$ cat config.mk
export PLATFORM = sky130hd
export DESIGN_NAME = debounce_fsm_multi_flat
export DESIGN_NICKNAME = d
export VERILOG_FILES = /design/src/rtl/debounce_fsm_multi_if.sv /design/src/rtl/debounce_fsm_multi.sv /design/src/flat_wrapper.sv
export SDC_FILE = /design/constraint.sdc
export NUM_CORES = 1
export LEC_CHECK = 0
export BUFFER_PORTS_ARGS = -buffer_cell sky130_fd_sc_hd__buf_2
export CORE_UTILIZATION = 59
export CTS_CLUSTER_DIAMETER = 40
export CTS_CLUSTER_SIZE = 14
export DETAILED_ROUTE_END_ITERATION = 10
export PLACE_DENSITY = 0.78
export SETUP_SLACK_MARGIN = 0.05
export SLEW_MARGIN = 20
export SYNTH_ARGS = -nofsm -noshare
export SYNTH_HDL_FRONTEND = slang
export SYNTH_SLANG_ARGS = --single-unit
$ cat constraint.sdc
create_clock -name clk -period 2.6 [get_ports clk]
set_input_delay 0.13 -clock clk [delete_from_list [all_inputs] [get_ports clk]]
set_output_delay 0.13 -clock clk [all_outputs]
set_load 0.01 [all_outputs]
$ cat src/rtl/debounce_fsm_multi_if.sv
// debounce_fsm_multi_if: pin-side bundle of the debouncer.
// master drives en/sw_in; slave returns db_level/rise/fall.
interface debounce_fsm_multi_if #(
  parameter int N_CH = 4
);
  logic            en;
  logic [N_CH-1:0] sw_in;
  logic [N_CH-1:0] db_level;
  logic [N_CH-1:0] rise_tick;
  logic [N_CH-1:0] fall_tick;

  modport master (
    output en,
    output sw_in,
    input  db_level,
    input  rise_tick,
    input  fall_tick
  );

  modport slave (
    input  en,
    input  sw_in,
    output db_level,
    output rise_tick,
    output fall_tick
  );
endinterface

$ cat src/rtl/debounce_fsm_multi.sv
// debounce_fsm_multi: N-channel debouncer, one FSM per channel,
// shared prescaler tick. Ports: clk, reset (async, high), bus.
// bus.en runs the prescaler, bus.sw_in raw pins, bus.db_level
// clean level, bus.rise_tick/fall_tick 1-cycle accepted edges.
module debounce_fsm_multi #(
  parameter int N_CH     = 4,
  parameter int TICK_DIV = 100000,
  parameter int N_TICKS  = 10
) (
  input logic                 clk,
  input logic                 reset,
  debounce_fsm_multi_if.slave bus
);
  localparam int CW = $clog2(TICK_DIV);
  localparam int QW = $clog2(N_TICKS + 1);
  localparam logic [CW-1:0] T_LAST = CW'(TICK_DIV - 1);
  localparam logic [QW-1:0] Q_LAST = QW'(N_TICKS - 1);

  typedef enum logic [1:0] {
    ZERO  = 2'b00,
    WAIT1 = 2'b01,
    ONE   = 2'b10,
    WAIT0 = 2'b11
  } state_t;

  logic [N_CH-1:0] sync1;
  logic [N_CH-1:0] sw_s;
  logic [CW-1:0]   tick_cnt;
  logic            tick;
  logic [N_CH-1:0] rise;
  logic [N_CH-1:0] fall;

  state_t        state_reg [N_CH];
  state_t        state_nxt [N_CH];
  logic [QW-1:0] q_reg     [N_CH];
  logic [QW-1:0] q_nxt     [N_CH];

  always_ff @(posedge clk or posedge reset) begin
    if (reset) begin
      sync1 <= '0;
      sw_s  <= '0;
    end else begin
      sync1 <= bus.sw_in;
      sw_s  <= sync1;
    end
  end

  assign tick = bus.en && (tick_cnt == T_LAST);

  always_ff @(posedge clk or posedge reset) begin
    if (reset) begin
      tick_cnt <= '0;
    end else if (bus.en) begin
      if (tick_cnt == T_LAST) begin
        tick_cnt <= '0;
      end else begin
        tick_cnt <= tick_cnt + CW'(1);
      end
    end
  end

  always_ff @(posedge clk or posedge reset) begin
    if (reset) begin
      for (int c = 0; c < N_CH; c++) begin
        state_reg[c] <= ZERO;
        q_reg[c]     <= '0;
      end
    end else begin
      for (int c = 0; c < N_CH; c++) begin
        state_reg[c] <= state_nxt[c];
        q_reg[c]     <= q_nxt[c];
      end
    end
  end

  // Input reversal is tested before tick so an abort
  // always wins over a completing wait.
  always_comb begin
    for (int c = 0; c < N_CH; c++) begin
      state_nxt[c] = state_reg[c];
      q_nxt[c]     = q_reg[c];
      rise[c]      = 1'b0;
      fall[c]      = 1'b0;
      case (state_reg[c])
        ZERO: begin
          if (sw_s[c]) begin
            state_nxt[c] = WAIT1;
            q_nxt[c]     = '0;
          end
        end
        WAIT1: begin
          if (!sw_s[c]) begin
            state_nxt[c] = ZERO;
          end else if (tick) begin
            if (q_reg[c] == Q_LAST) begin
              state_nxt[c] = ONE;
              rise[c]      = 1'b1;
            end else begin
              q_nxt[c] = q_reg[c] + QW'(1);
            end
          end
        end
        ONE: begin
          if (!sw_s[c]) begin
            state_nxt[c] = WAIT0;
            q_nxt[c]     = '0;
          end
        end
        WAIT0: begin
          if (sw_s[c]) begin
            state_nxt[c] = ONE;
          end else if (tick) begin
            if (q_reg[c] == Q_LAST) begin
              state_nxt[c] = ZERO;
              fall[c]      = 1'b1;
            end else begin
              q_nxt[c] = q_reg[c] + QW'(1);
            end
          end
        end
        default: state_nxt[c] = ZERO;
      endcase
    end
  end

  // ONE and WAIT0 share the high encoding bit.
  always_comb begin
    for (int c = 0; c < N_CH; c++) begin
      bus.db_level[c] = state_reg[c][1];
    end
  end

  assign bus.rise_tick = rise;
  assign bus.fall_tick = fall;
endmodule

$ cat src/flat_wrapper.sv
// flat-port wrapper written by rule: the top's interface ports become plain ports
module debounce_fsm_multi_flat 
#(
  parameter int N_CH     = 4,
  parameter int TICK_DIV = 100000,
  parameter int N_TICKS  = 10
)
  (clk, reset, bus_en, bus_sw_in, bus_db_level, bus_rise_tick, bus_fall_tick);
  debounce_fsm_multi_if #(.N_CH(N_CH)) bus_i ();
  input logic clk;
  input logic reset;
  input wire logic [$bits(bus_i.en)-1:0] bus_en;
  input wire logic [$bits(bus_i.sw_in)-1:0] bus_sw_in;
  output wire logic [$bits(bus_i.db_level)-1:0] bus_db_level;
  output wire logic [$bits(bus_i.rise_tick)-1:0] bus_rise_tick;
  output wire logic [$bits(bus_i.fall_tick)-1:0] bus_fall_tick;
  assign bus_i.en = bus_en;
  assign bus_i.sw_in = bus_sw_in;
  assign bus_db_level = bus_i.db_level;
  assign bus_rise_tick = bus_i.rise_tick;
  assign bus_fall_tick = bus_i.fall_tick;
  debounce_fsm_multi #(.N_CH(N_CH), .TICK_DIV(TICK_DIV), .N_TICKS(N_TICKS)) u_core (.clk(clk), .reset(reset), .bus(bus_i));
endmodule
Yosys cells after proc, flatten, opt, wreduce, memory -nomap -nowiden

Index checks and enable logic that the tools add are counted.

Register bits after elaboration: 49
Output and inout bits: 12

Reduce and logical (&&, ||, !) cells: 13
Muxes and demuxes: 89
Equality and inequality tests: 49
Add/sub/neg operators: 5

Operators by type and width:

| kind                    | count |
|---|---|
| $mux W4                 | 24 |
| $mux W2                 | 32 |
| $pmux W4 S4             | 4 |
| $pmux W2 S4             | 4 |
| $mux W1                 | 24 |
| $ne A3 B1 Y1 const B    | 8 |
| $ne A3 B3 Y1 const B    | 8 |
| $reduce_and A6 Y1       | 4 |
| $add A17 B1 Y17 const B | 1 |
| $eq A17 B17 Y1 const B  | 1 |
| $mux W17                | 1 |
| $add A4 B1 Y4 const B   | 4 |
| $eq A2 B2 Y1 const B    | 8 |
| $eq A4 B4 Y1 const B    | 4 |
| $ne A2 B1 Y1 const B    | 8 |
| $ne A2 B2 Y1 const B    | 8 |
| $reduce_and A4 Y1       | 4 |
| $eq A2 B1 Y1 const B    | 4 |
| $logic_not A2 Y1        | 4 |
| $logic_and A1 B1 Y1     | 1 |

Logic depth before layout (Yosys ltp)

Depth after elaboration: 5
Mapped depth: 6
Depth with buffers taken out: 6

Worst setup path after synthesis

OpenSTA, ideal clock, no wires.

Kind: register to output
Start: register u_core.tick_cnt[5]
End: output bus_rise_tick[3]
Setup slack: 573 ps
Arrival time: 1897 ps
Buffers on the path: 0
Cell stages (with the launch flop): 5
Required time: 2470 ps
Path through: dfrtp_1 > or4b_4 > nor4_4 > nand4_2 > nor3b_1

Word-level cells in the longest chain between the ends: 5

Ends and longest elaborated chain:

| element                | line                     | text |
|---|---|---|
| start, declared        | debounce_fsm_multi.sv:28 | `logic [CW-1:0] tick_cnt;` |
| start signal, assigned | debounce_fsm_multi.sv:57 | `tick_cnt <= tick_cnt + CW'(1);` |
| $eq A17 B17 Y1         | debounce_fsm_multi.sv:48 | `assign tick = bus.en && (tick_cnt == T_LAST);` |
| $logic_and A1 B1 Y1    | debounce_fsm_multi.sv:48 |  |
| $mux W1                | --                       |  |
| $mux W1                | debounce_fsm_multi.sv:92 | `if (!sw_s[c]) begin` |
| $mux W1                | debounce_fsm_multi.sv:84 | `case (state_reg[c])` |
| end, declared          | flat_wrapper.sv:15       | `output wire logic [$bits(bus_i.rise_tick)-1:0] bus_rise_tick;` |

No other way between the ends.

Worst setup path in the final report

Ends and elaborated chain as after synthesis.

==> results_dict.tcl <==
set metrics [dict create \
    critPathArrivalTime_ns 2.27 \
    io_pins 19 \
    row_count 23 \
    numPlacedInstances 304 \
    die_h_um 67.89 \
    start_kind "flip-flop" \
    drive_above_1_share_pct 16.54 \
    hold_viol 49 \
    path_class "flip-flop to primary output" \
    drt_iter0_drc 102 \
    netlist_top_cells_area "dfrtp_1, xnor2_1, ha_1" \
    min_path_type "input pin to asynchronous set/reset pin" \
    grt_pass1_vias 1701 \
    fin_cells 316 \
    cp_slowest_cell "or4b_4" \
    worst_pin_slew_ns 0.8234 \
    failed_checks "negative hold slack" \
    h-tree-depth 2 \
    synth_most_common_cell "dfrtp_1" \
    grt-ovfl-total 0 \
    final_area_sq_um 2813 \
    cts.reportedPaths.clkPinSlew_ns 0.08 \
    largest_register_ffs 17 \
    synth_fp_nets 261 \
    yosysTopAreaCellShare_pct 47.87 \
    nFillCells 307 \
    netlist_instances 245 \
    start_util_pct 62.68 \
    coreArea_sq_um 4086 \
    post-place-ws_ns 0.4657 \
    drc 0 \
    ctsResizeCount 0 \
    ir_drop_v 0.0004066 \
    final-setup-viol-count 0 \
    status "finished with violations" \
    yosys_most_used_dff "dfrtp_1" \
    dp_hpwl_mm 3.014 \
    cts.sinks 49 \
    post-synth-top-area-cell "dfrtp_1" \
    synth_cell_types 39 \
    synth_edf_count 0 \
    grt_pass1_wl_mm 7.507 \
    finalMaxSlewViolations 0 \
    max-cap-violations 0 \
    area_growth_pct 9.819 \
    placed_area_sq_um 2678 \
    yosysSeqAreaShare_pct 47.87 \
    ys_ff_latch 49 \
    cts_root_buf "clkbuf_8" \
    cts_tree "yes" \
    final_antenna_net_count 0 \
    fin_crit_ns 2.401 \
    fin_nets 282 \
    max-slew-margin-rel_pct 45.05 \
    dieWidth_um 67.89 \
    period_share_pct 92.33 \
    crit_chain "or4b_4 -> nor4_4 -> buf_4 -> nand4_2 -> nor3b_1 -> buf_2" \
    cts_buffer_depth 2 \
    port_buffers 18 \
    power.density_nw_per_um2 554.4 \
    antenna_found_initial 0 \
    setup_slack_ns 0.1993 \
    async_flop_share_pct 100.0 \
    vias 1866 \
    rsz0062_at_grt "no" \
    cp-end-kind "primary output" \
    avgSynthCellArea_sq_um 10.45 \
    grt_max_degree 50 \
    cts_buffers 5 \
    diodes 0 \
    ys_warn_count 0 \
    setup-tns-final_ns 0 \
    max_freq_mhz 416.5 \
    leakage_nw 1.362 \
    hold_ws_ns -0.03356 \
    crit_required_ns 2.47 \
    skew_ns 0.006464 \
    cp_slowest_stage_delay_ns 0.58 \
    drt_first_pass_iters 4 \
    wirelength_mm 4.513 \
    synth_commonest_cells "dfrtp_1, nor2_1, xnor2_1" \
    via_per_inst 5.905 \
    die-area_sq_um 4608 \
    wire_per_inst_um 14.28 \
    clkLatencyLatePin_ns 0.29 \
    track_usage_pct 21.97 \
    synth.cell_area_sq_um 2561 \
    gp_congestion 0.8019 \
    crit_fanout 6 \
]
[through the flow]
stage                     hold slack (ns)  total power [mW]  util (%)
final                            -0.03356             1.559     68.83
after global routing              0.03801             1.655     68.83
after CTS                          0.1030             1.580     68.62
after detailed placement           0.2394             1.139     65.52
after global placement             0.2378             1.133     65.52
after floorplan                    0.1614             1.085         -
[cell type report]
class / count / area, sq um / share of cell area, %
sequential: 49 / 1226 / 43.59
timing repair buffer: 26 / 160.2 / 5.694
multi-input combinational: 172 / 1231 / 43.77
tap: 50 / 62.56 / 2.224
inverter: 12 / 46.29 / 1.646
clock buffer: 7 / 86.33 / 3.069
[worst max-delay path: cells and delay by family (launching register included)]
| kind | cells | cell delay, ns |
|---|---|---|
| simple gates | 4 | 1.19 |
| buf+inv | 2 | 0.36 |
| flops | 1 | 0.44 |
[path summary, 6_finish.rpt]
path | start | to | slack, ns | depth (start not counted)
worst max-delay path | u_core.tick_cnt[5]$_DFFE_PP0P_ | bus_rise_tick[3] | 0.20 | 6
worst min-delay path | reset | asynchronous set/reset pin | -0.03 | 2
worst max register to register | u_core.tick_cnt[5]$_DFFE_PP0P_ | flip-flop | 0.55 | 5
worst min register to register | u_core.sync1[2]$_DFF_PP0_ | u_core.sw_s[2]$_DFF_PP0_ | 0.35 | 0
max in group asynchronous | reset | u_core.state_reg[4]$_DFFE_PP0P_ | 2.14 | 2
min in group clk | bus_en | u_core.tick_cnt[2]$_DFFE_PP0P_ | 0.17 | 3
[logic make-up after synthesis]
group                    share of synthesized area [%]
flip-flops                                       47.88
XOR/XNOR                                         6.497
multiplexers                                     3.029
AND/OR/NAND/NOR                                  21.69
adder cells (fa/ha/maj)                          4.397
buffers and inverters                            4.250
AO/OA/AOI/OAI                                    12.26
[power by group]
group	internal [mW]	total [mW]	leakage [nW]	switching, mW
Sequential	0.827	0.911	0.634	0.0839
Combinational	0.0999	0.216	0.684	0.116
Clock	0.211	0.432	0.0443	0.221
Total	1.14	1.56	1.36	0.421
[cells in the final DEF (no fill, tap or decap), types with 2 or more instances in the layout]
| cell | n |
|---|---|
| a21o_1 | 2 |
| a21oi_1 | 7 |
| a31o_2 | 4 |
| a31oi_1 | 8 |
| a41o_1 | 7 |
| a41oi_1 | 3 |
| and2_1 | 4 |
| and3_1 | 2 |
| and3b_1 | 4 |
| and4_1 | 3 |
| buf_2 | 18 |
| buf_4 | 4 |
| clkbuf_8 | 6 |
| dfrtp_1 | 49 |
| dlygate4sd3_1 | 4 |
| ha_1 | 9 |
| inv_1 | 11 |
| mux2_1 | 2 |
| mux2_2 | 4 |
| nand2_1 | 9 |
| nand3_1 | 11 |
| nand4_1 | 7 |
| nand4_2 | 4 |
| nor2_1 | 22 |
| nor2b_1 | 3 |
| nor3_1 | 5 |
| nor3b_1 | 8 |
| nor4_1 | 3 |
| o21ai_0 | 11 |
| o22ai_1 | 3 |
| xnor2_1 | 14 |
| xor2_1 | 5 |
[metal layers]
metal,GRT usage (%),vias to the layer above,wire length (um)
met1,27.89,903,2177
li1,-,932,-
met3,5.333,6,137
met2,37.00,25,2160
met4,6.771,0,37
met5,0,-,0
[timing repair]
action / 4_1_cts / 5_1_grt
hold buffers: 4 / 0
setup endpoints to repair: 0 / 2
endpoints found under the hold margin: 4 / 0
setup buffers: 0 / 1
Power figures use the tool's default switching activity.
